==> config.mk <==
export PLATFORM = sky130hd
export DESIGN_NAME = muldiv_seq
export DESIGN_NICKNAME = d
export VERILOG_FILES = /design/src/rtl/muldiv_pkg.sv /design/src/rtl/cla32.sv /design/src/rtl/muldiv_seq.sv
export SDC_FILE = /design/constraint.sdc
export NUM_CORES = 1
export LEC_CHECK = 0
export ABC_AREA = 1
export BUFFER_PORTS_ARGS = -buffer_cell sky130_fd_sc_hd__buf_2
export CAP_MARGIN = 25
export CORE_MARGIN = 5
export CORE_UTILIZATION = 60
export DETAILED_ROUTE_END_ITERATION = 6
export MAX_ROUTING_LAYER = met4
export PLACE_DENSITY_LB_ADDON = 0.05
export REMOVE_ABC_BUFFERS = 1
export SKIP_LAST_GASP = 1
export SYNTH_ARGS = -nofsm -noshare
export SYNTH_HDL_FRONTEND = slang
export SYNTH_HIERARCHICAL = 1
export SYNTH_SLANG_ARGS = --single-unit
==> constraint.sdc <==
create_clock -name clk -period 11.2 [get_ports clk]
set_clock_uncertainty 0.15 [all_clocks]
set_input_delay 1.12 -clock clk [delete_from_list [all_inputs] [get_ports clk]]
set_output_delay 1.12 -clock clk [all_outputs]
set_load 0.02 [all_outputs]
==> src/rtl/muldiv_pkg.sv <==
// Shared encodings for the sequential MIPS multiply/divide unit: op codes,
// FSM state constants and the iteration count.
package muldiv_pkg;

  localparam logic [1:0] OP_MULTU = 2'b00;
  localparam logic [1:0] OP_MULT  = 2'b01;
  localparam logic [1:0] OP_DIVU  = 2'b10;
  localparam logic [1:0] OP_DIV   = 2'b11;

  typedef logic [2:0] state_t;

  localparam state_t S_IDLE   = 3'd0;
  localparam state_t S_ABS_A  = 3'd1;
  localparam state_t S_ABS_B  = 3'd2;
  localparam state_t S_CALC   = 3'd3;
  localparam state_t S_SGN_LO = 3'd4;
  localparam state_t S_SGN_HI = 3'd5;
  localparam state_t S_DONE   = 3'd6;

  localparam int ITERS = 32;

endpackage

==> src/rtl/cla32.sv <==
// 32-bit carry-lookahead adder: eight 4-bit lookahead groups with the
// group carries chained between them.
module cla32 (
  input  logic [31:0] a,
  input  logic [31:0] b,
  input  logic        ci,
  output logic [31:0] s,
  output logic        co
);

  logic [31:0] p;
  logic [31:0] g;
  logic [31:0] c;
  logic [8:0]  gc;

  always_comb begin
    p  = a ^ b;
    g  = a & b;
    c  = '0;
    gc = '0;
    gc[0] = ci;
    for (int k = 0; k < 8; k++) begin
      c[4*k]   = gc[k];
      c[4*k+1] = g[4*k] | (p[4*k] & gc[k]);
      c[4*k+2] = g[4*k+1] | (p[4*k+1] & g[4*k]) | (p[4*k+1] & p[4*k] & gc[k]);
      c[4*k+3] = g[4*k+2] | (p[4*k+2] & g[4*k+1]) | (p[4*k+2] & p[4*k+1] & g[4*k])
               | (p[4*k+2] & p[4*k+1] & p[4*k] & gc[k]);
      gc[k+1]  = g[4*k+3] | (p[4*k+3] & g[4*k+2]) | (p[4*k+3] & p[4*k+2] & g[4*k+1])
               | (p[4*k+3] & p[4*k+2] & p[4*k+1] & g[4*k])
               | (p[4*k+3] & p[4*k+2] & p[4*k+1] & p[4*k] & gc[k]);
    end
    s  = p ^ c;
    co = gc[8];
  end

endmodule

==> src/rtl/muldiv_seq.sv <==
// Sequential MULT/MULTU/DIV/DIVU unit sharing one cla32 for every step.
// Optional MULDIV_CANCEL_EN adds a cancel input that aborts and restores hi/lo/dz.
module muldiv_seq
  import muldiv_pkg::*;
#(
  parameter int WIDTH = 32,
  parameter int CNT_W = 6
) (
  input  logic             clk,
  input  logic             rst,
  input  logic             start,
`ifdef MULDIV_CANCEL_EN
  input  logic             cancel,
`endif
  input  logic [1:0]       op,
  input  logic [WIDTH-1:0] a,
  input  logic [WIDTH-1:0] b,
  output logic             busy,
  output logic             done,
  output logic [WIDTH-1:0] hi,
  output logic [WIDTH-1:0] lo,
  output logic             dz
);

  state_t           state;
  logic [CNT_W-1:0] cnt;
  logic [1:0]       op_r;
  logic [WIDTH-1:0] opnd;
  logic             sign_a;
  logic             sign_b;
  logic             c_lo;

  logic             is_div;
  logic             neg_q;
  logic             accept;
  logic             b_zero;
  logic [WIDTH-1:0] rem_sh;
  logic [WIDTH-1:0] abs_a_x;
  logic [WIDTH-1:0] abs_b_x;
  logic [WIDTH-1:0] add_a;
  logic [WIDTH-1:0] add_b;
  logic             add_ci;
  logic [WIDTH-1:0] sum;
  logic             co;

`ifdef MULDIV_CANCEL_EN
  logic [WIDTH-1:0] hi_sv;
  logic [WIDTH-1:0] lo_sv;
  logic             dz_sv;
  logic             abort;
  assign abort = cancel && (state != S_IDLE);
`endif

  assign busy    = (state != S_IDLE);
  assign done    = (state == S_DONE);
  assign is_div  = op_r[1];
  assign neg_q   = sign_a ^ sign_b;
  assign accept  = (state == S_IDLE) && start;
  assign b_zero  = (b == '0);
  assign rem_sh  = {hi[WIDTH-2:0], lo[WIDTH-1]};
  // Multiply keeps the multiplicand (a) in opnd and multiplier (b) in lo;
  // divide keeps the dividend (a) in lo and divisor (b) in opnd.
  assign abs_a_x = is_div ? lo : opnd;
  assign abs_b_x = is_div ? opnd : lo;

  always_comb begin
    add_a  = '0;
    add_b  = '0;
    add_ci = 1'b0;
    case (state)
      S_ABS_A: begin
        add_a  = ~abs_a_x;
        add_ci = 1'b1;
      end
      S_ABS_B: begin
        add_a  = ~abs_b_x;
        add_ci = 1'b1;
      end
      S_CALC: begin
        if (is_div) begin
          add_a  = rem_sh;
          add_b  = ~opnd;
          add_ci = 1'b1;
        end else begin
          add_a = hi;
          add_b = lo[0] ? opnd : '0;
        end
      end
      S_SGN_LO: begin
        add_a  = ~lo;
        add_ci = 1'b1;
      end
      S_SGN_HI: begin
        add_a  = ~hi;
        add_ci = is_div ? 1'b1 : c_lo;
      end
      default: ;
    endcase
  end

  cla32 u_cla32 (
    .a  (add_a),
    .b  (add_b),
    .ci (add_ci),
    .s  (sum),
    .co (co)
  );

  always_ff @(posedge clk) begin
    if (rst) begin
      state <= S_IDLE;
      cnt   <= '0;
      hi    <= '0;
      lo    <= '0;
      dz    <= 1'b0;
`ifdef MULDIV_CANCEL_EN
    end else if (abort) begin
      state <= S_IDLE;
      cnt   <= '0;
      hi    <= hi_sv;
      lo    <= lo_sv;
      dz    <= dz_sv;
`endif
    end else begin
      case (state)
        S_IDLE: begin
          if (start) begin
            cnt <= '0;
            dz  <= op[1] && b_zero;
            if (op[1] && b_zero) begin
              hi    <= a;
              lo    <= '1;
              state <= S_DONE;
            end else begin
              hi    <= '0;
              lo    <= op[1] ? a : b;
              state <= op[0] ? S_ABS_A : S_CALC;
            end
          end
        end
        S_ABS_A: begin
          if (sign_a && is_div) lo <= sum;
          state <= S_ABS_B;
        end
        S_ABS_B: begin
          if (sign_b && !is_div) lo <= sum;
          state <= S_CALC;
        end
        S_CALC: begin
          if (is_div) begin
            // A set shifted-out bit means rem_sh >= 2^32 > divisor, so the trial always commits.
            if (hi[WIDTH-1] || co) begin
              hi <= sum;
              lo <= {lo[WIDTH-2:0], 1'b1};
            end else begin
              hi <= rem_sh;
              lo <= {lo[WIDTH-2:0], 1'b0};
            end
          end else begin
            {hi, lo} <= {co, sum, lo[WIDTH-1:1]};
          end
          if (cnt == CNT_W'(ITERS - 1)) begin
            cnt   <= '0;
            state <= op_r[0] ? S_SGN_LO : S_DONE;
          end else begin
            cnt <= cnt + 1'b1;
          end
        end
        S_SGN_LO: begin
          if (neg_q) lo <= sum;
          state <= S_SGN_HI;
        end
        S_SGN_HI: begin
          if (is_div ? sign_a : neg_q) hi <= sum;
          state <= S_DONE;
        end
        default: state <= S_IDLE;
      endcase
    end
  end

  always_ff @(posedge clk) begin
    if (accept) begin
      op_r   <= op;
      opnd   <= op[1] ? b : a;
      sign_a <= op[0] & a[WIDTH-1];
      sign_b <= op[0] & b[WIDTH-1];
`ifdef MULDIV_CANCEL_EN
      hi_sv  <= hi;
      lo_sv  <= lo;
      dz_sv  <= dz;
`endif
    end else if (state == S_ABS_A && sign_a && !is_div) begin
      opnd <= sum;
    end else if (state == S_ABS_B && sign_b && is_div) begin
      opnd <= sum;
    end
    // Carry out of ~lo+1 feeds the high-word negation in the next state.
    if (state == S_SGN_LO) c_lo <= co;
  end

endmodule
# After elaboration in Yosys (flattened, before gate mapping)
# Cells that the tools add are included.
[word_totals]
out_inout_bits = 67
memories = 0
latchBits = 0
rom_bits = 0
ram_bits = 0
reg_bits = 111
inputBits = 69
wordCells = 305
[op_classes]
magnitude_cmp = 0
mul = 0
n_eq_ne = 13
shift = 0
reduce_logical = 23
mux = 39
div_mod_pow = 0
n_addsub = 1
bitwise = 219
[ops]
columns = ["operator", "n"]
rows = [
  ["32-bit two-way mux", 22],
  ["32-bit one-hot mux with 5 select lines", 2],
  ["32-bit inverter", 5],
  ["1-bit bitwise AND", 130],
  ["32-bit one-hot mux with 3 select lines", 1],
  ["1-bit bitwise OR", 80],
  ["32-bit bitwise XOR", 2],
  ["32-bit bitwise AND", 1],
  ["32-bit logical NOT", 1],
  ["3-bit one-hot mux with 6 select lines", 1],
  ["6-bit two-way mux", 2],
  ["2-bit != test (second input constant)", 6],
  ["6-bit one-hot mux with 2 select lines", 1],
  ["3-bit == test (second input constant)", 3],
  ["3-bit two-way mux", 3],
  ["3-bit nonzero test", 3],
  ["1-bit logical AND", 8],
  ["6-bit by 1-bit adder with 6-bit output (second input constant)", 1],
  ["3-bit by 2-bit == test with 1-bit output (second input constant)", 2],
  ["6-bit by 5-bit == test with 1-bit output (second input constant)", 1],
  ["2-bit AND reduction", 3],
  ["5-bit AND reduction", 1],
  ["5-bit nonzero test", 1],
  ["1-bit two-way mux", 4],
  ["10 further kinds", 11],
]

# Logic depth before layout (Yosys ltp)
[depth]
depth_word = 27
mapped_depth = 35
ltp_nobuf = 33

# By module
# The synthesis kept the hierarchy.
[by_module_without_submodules]
columns = ["mod", "n_inst", "area_each_um2", "cells_per_inst"]
rows = [
  ["muldiv_seq", 1, 9985.8, 1743],
  ["cla32", 1, 1358.8, 185],
]

# Least setup slack after synthesis
# Ideal clock, no wire load.
[synth_path]
path_type = "reg-to-reg"
startpoint = "register op_r[1]"
endpoint = "register opnd[0], enable pin"
setup_slack_ps = 5835
synth_period_minus_slack_ps = 5365
setup_ps = 533
required_ps = 10517
arrival_time_ps = 4681
path_stages_with_launch = 5
path_buffers = 2
path_cell_list = "edfxtp_1 inv_2 clkbuf_1 clkbuf_1 o311ai_0"
[synth_via]
elab_chain_cells = 3
elab_cells_between_ends = 4
classes_between = "reduce/logical: 4"
[synth_rtl]
columns = ["item", "line", "text"]
rows = [
  ["start, declared", "muldiv_seq.sv:27", "logic [1:0] op_r;"],
  ["start signal, assigned", "muldiv_seq.sv:184", "op_r <= op;"],
  ["1-bit logical NOT", "muldiv_seq.sv:193", "end else if (state == S_ABS_A && sign_a && !is_div) begin"],
  ["1-bit logical AND", "muldiv_seq.sv:193", ""],
  ["3-bit nonzero test (no line) *", "n/a", ""],
  ["end signal, assigned", "muldiv_seq.sv:185", "opnd <= op[1] ? b : a;"],
  ["end signal, assigned", "muldiv_seq.sv:194", "opnd <= sum;"],
  ["end signal, assigned", "muldiv_seq.sv:196", "opnd <= sum;"],
  ["end, declared", "muldiv_seq.sv:28", "logic [WIDTH-1:0] opnd;"],
]
# Mark *: on every way between the ends. The rest lies on a longest branch, timed or not.
# A chain may end at the register's enable or synchronous reset.

# Worst setup path after layout
[layout_path]
startpoint = "register op_r[1]"
endpoint = "register lo[0]"
[layout_via]
elab_cells_between_ends = 115
classes_between = "eq/ne: 2; mux: 15; bitwise: 93; reduce/logical: 5"
[layout_rtl]
columns = ["item", "line", "text"]
rows = [
  ["32-bit two-way mux, on equally long branches", "muldiv_seq.sv:64, muldiv_seq.sv:63", ""],
  ["32-bit inverter, on equally long branches", "muldiv_seq.sv:76, muldiv_seq.sv:72", ""],
  ["32-bit one-hot mux with 5 select lines *", "muldiv_seq.sv:70", "case (state)"],
  ["named net add_a[0]", "muldiv_seq.sv:40", "logic [WIDTH-1:0] add_a;"],
  ["32-bit bitwise AND or 32-bit bitwise XOR (tied branches)", "cla32.sv:18, cla32.sv:17", ""],
  ["1-bit bitwise AND, on equally long branches", "cla32.sv:29, cla32.sv:30", ""],
  ["1-bit bitwise OR or 1-bit bitwise AND (tied branches)", "cla32.sv:29, cla32.sv:30", ""],
  ["1-bit bitwise OR *", "cla32.sv:30", "| (p[4*k+3] & p[4*k+2] & p[4*k+1] & p[4*k] & gc[k]);"],
  ["(+11 left out)", "n/a", ""],
  ["1-bit bitwise OR *", "cla32.sv:30", ""],
  ["1-bit bitwise AND *", "cla32.sv:30", ""],
  ["1-bit bitwise OR *", "cla32.sv:30", ""],
  ["named net co", "muldiv_seq.sv:44", "logic co;"],
  ["1-bit logical OR *", "muldiv_seq.sv:152", "if (hi[WIDTH-1] || co) begin"],
  ["1-bit two-way mux *", "muldiv_seq.sv:152", ""],
  ["32-bit two-way mux *", "muldiv_seq.sv:150", "if (is_div) begin"],
  ["32-bit one-hot mux with 5 select lines *", "muldiv_seq.sv:125", "case (state)"],
  ["end signal, assigned", "muldiv_seq.sv:154", "lo <= {lo[WIDTH-2:0], 1'b1};"],
  ["end signal, assigned", "muldiv_seq.sv:157", "lo <= {lo[WIDTH-2:0], 1'b0};"],
  ["end signal, assigned", "muldiv_seq.sv:160", "{hi, lo} <= {co, sum, lo[WIDTH-1:1]};"],
  ["end, declared", "muldiv_seq.sv:21", "output logic [WIDTH-1:0] lo,"],
]
# Mark *: on every way through the listed nets, which the timed path passes. The rest lies on a longest branch. The select of a mux whose other input is x is not followed.

==> results.yml <==
outcome:
  status: "completed"
floorplanning:
  boundaryPins: 136
  core-area_sq_um: 18640
  die_h_um: 147.5
  initial_utilization: 0.6085
  dieArea_sq_um: 21760
  die_x_um: 147.5
  fp-row-count: 50
power_and_ir_drop:
  p_sw_mw: 1.614
  netSwitchingFraction: 0.5531
  clockPowerShare: 0.112
  pwr-share-seq: 0.251
  power_per_cell_area_nw_per_um2: 236.2
  cellLeakagePower_nw: 5.650
  internal-power_mw: 1.305
  peakVddDrop_mv: 0.2002
  pwr-share-comb: 0.637
sta:
  slew_headroom: 0.2621
  worstMarginPinSlew_ps: 1100
  setup_tns_ps: 0
  fmax_mhz: 168.6
  rsz0062_at_grt: "no"
  setup_violations: 0
  finalCriticalPeriod_ps: 5931
  slew_violations: 0
  min_period_over_period: 0.5296
  final_hold_viol_count: 0
synthesis:
  synth-seq-cells: 111
  synth_commonest_cells: "nand2_1 (526), o21ai_0 (221), nor2_1 (204)"
  syn-instance-count: 1928
  netlist_area_sq_um: 11340
  yosysSeqAreaShare: 0.2285
  netlist.area_leader.share: 0.1740
  syn_avg_cell_area_sq_um: 5.884
  ys_async_sr_fraction: 0
  synth_top_cells_by_area: "nand2_1 (17%), dfxtp_1 (13%), edfxtp_1 (9.8%)"
  yosysWarnings: 6
  yosys_most_used_dff: "dfxtp_1"
  yosysUniqueCellTypes: 39
  yosysMostFrequentCell: "nand2_1"
  synth_edf_count: 37
  synth_top_area_cell: "nand2_1"
layout:
  fin_util: 0.6629
  diodes: 0
  drive_gt1_frac: 0.1083
  nets: 2084
  areaGrowthSynthToFinish_pct: 8.933
grt:
  gr-total-overflow: 0
  grt_pass1_wl_um: 67030
  grt_max_degree: 94
  grt_pass1_vias: 12720
  antenna_found_initial: 0
  grt_usage: 0.3893
routing:
  drtAntennaViolNets: 0
  m1WireLength_um: 17090
  wl_per_cell_um: 19.23
  vias: 13940
  drc: 0
  top_layer_used: "met4"
  dr.pass1.iters: 6
  wl_um: 42510
  dr_wl_met3_um: 5870
  drt_iter0_drc: 1824
  drt-vias-per-instance: 6.305
  met2_length_um: 18200
critical_path:
  critPathMaxFanout: 51
  critical-path-max-stage-delay_ps: 850
  cpMostUsedCell: "nand2_4"
  crit_required_ps: 11310
  cp-start-kind: "flip-flop"
  path_class: "reg2reg"
  crit_arrival_ps: 6040
  crit_path_end_kind: "flip-flop"
  slowest_stage: "clkinv_1"
cts:
  cts_root_buffer: "clkbuf_16"
  cts.sinks: 111
  cts-htree-levels: 3
  clk_latency_ps: 380
  clock_path_buffers: 2
  clk_pin_slew_worst_paths_ps: 70
  cts_tree: "built"
  numCtsBuffers: 9
  cts_setup_buffers: 0
  ctsHoldBuffers: 0
  cts_resized: 0
placed_design:
  port_buffers: 135
  gp_congestion: 0.9802
  dp_hpwl_um: 27270
job:
  max_cap_viol_count: 0
worst_hold_path:
  hold_class: "reg2reg"
[power by group through the flow]
stage / Sequential (mW) / Combinational, mW / Clock, mW
6_report: 0.733 / 1.86 / 0.328
5_1_grt: 0.747 / 2.03 / 0.344
4_1_cts: 0.725 / 1.79 / 0.326
3_5_place_dp: 0.731 / 1.78 / 0
3_3_place_gp: 0.733 / 1.74 / 0
2_1_floorplan: 0.803 / 1.11 / 0
[cell usage in the layout, fill, tap and decap left out, types with 2 or more instances in the layout]
cell | Yosys | final
clkbuf_16 | 0 | 10
dfxtp_1 | 74 | 74
inv_2 | 5 | 6
nor2_1 | 204 | 200
a22oi_1 | 30 | 30
clkbuf_1 | 100 | 5
nor3b_1 | 2 | 2
clkinv_1 | 2 | 2
nand4_1 | 38 | 38
nand3_2 | 2 | 2
a31oi_1 | 18 | 18
a21oi_1 | 162 | 161
nand2_1 | 526 | 526
nand2_4 | 8 | 8
a41oi_1 | 14 | 14
xnor2_1 | 7 | 7
nor3_1 | 8 | 7
or2_2 | 2 | 2
fa_1 | 8 | 8
o21ai_0 | 221 | 221
nand3_1 | 63 | 63
nand2_2 | 8 | 8
nor2_2 | 2 | 5
o21ai_1 | 10 | 9
a211oi_1 | 26 | 26
inv_1 | 193 | 191
o211ai_1 | 33 | 33
buf_4 | 0 | 29
ha_1 | 36 | 36
o21bai_1 | 2 | 2
edfxtp_1 | 37 | 37
buf_2 | 18 | 134
o22ai_1 | 33 | 33
xor2_1 | 15 | 15
[area by class of cell]
class                   instances  area [sq um]
multi-input cells            1484          7515
fillers                      1826          6285
flip-flops and latches        111          2592
repair buffers                165         930.9
inverters                     200         753.2
well taps                     234         292.8
clock buffers                  15         269.0
clock inverters                 1         5.005
[worst max-delay path: cells and delay by family, from the launching register on]
family | cells | cell delay (ps)
adders and majority gates | 1 | 320
DFF | 1 | 430
and+or+nand+nor | 24 | 2300
AOI/OAI and AO/OA | 5 | 950
buffers and inverters | 3 | 1640
[metrics by stage]
step	setup WS (ps)	total power, mW	hold slack, ps	cell area (sq um)	instances
4_1_cts	5403	2.836	327.7	12330	2209
2_1_floorplan	2954	1.914	287.6	10820	1795
3_5_place_dp	5444	2.507	317.6	12060	2193
6_report	5269	2.919	332.0	12360	2210
5_1_grt	4792	3.124	358.6	12360	2210
3_3_place_gp	5546	2.476	303.2	12030	2191
[flip-flops by register name, indices dropped and copies added (netlist names)]
name    cells
hi         32
lo         32
opnd       32
cnt         6
state       3
op_r        2
c_lo        1
dz          1
sign_a      1
sign_b      1
[layer usage]
metal	track usage	up-vias
met5	-	-
met1	0.5278	6195
met4	0.1417	0
li1	-	6549
met3	0.08584	127
met2	0.5715	1064
[cells by family after synthesis]
| family | count (synthesis) | share of synthesized area |
|---|---|---|
| AO/OA/AOI/OAI | 552 | 0.2748 |
| XOR/XNOR | 22 | 0.01699 |
| adder cells (fa/ha/maj) | 44 | 0.05382 |
| buffers and inverters | 333 | 0.1122 |
| flip-flops | 111 | 0.2285 |
| AND/OR/NAND/NOR | 866 | 0.3137 |
[worst paths after layout]
path / start / end / slack (ps) / depth (start not counted)
max reg2reg: op_r[1]$_DFFE_PP_ / lo[0]$_SDFFE_PP0P_ / 5270 / 33
min: cnt[5]$_SDFFE_PP0P_ / cnt[5]$_SDFFE_PP0P_ / 330 / 2
min reg2reg: cnt[5]$_SDFFE_PP0P_ / cnt[5]$_SDFFE_PP0P_ / 330 / 2
max: op_r[1]$_DFFE_PP_ / lo[0]$_SDFFE_PP0P_ / 5270 / 33
(Power assumes the default switching activity.)
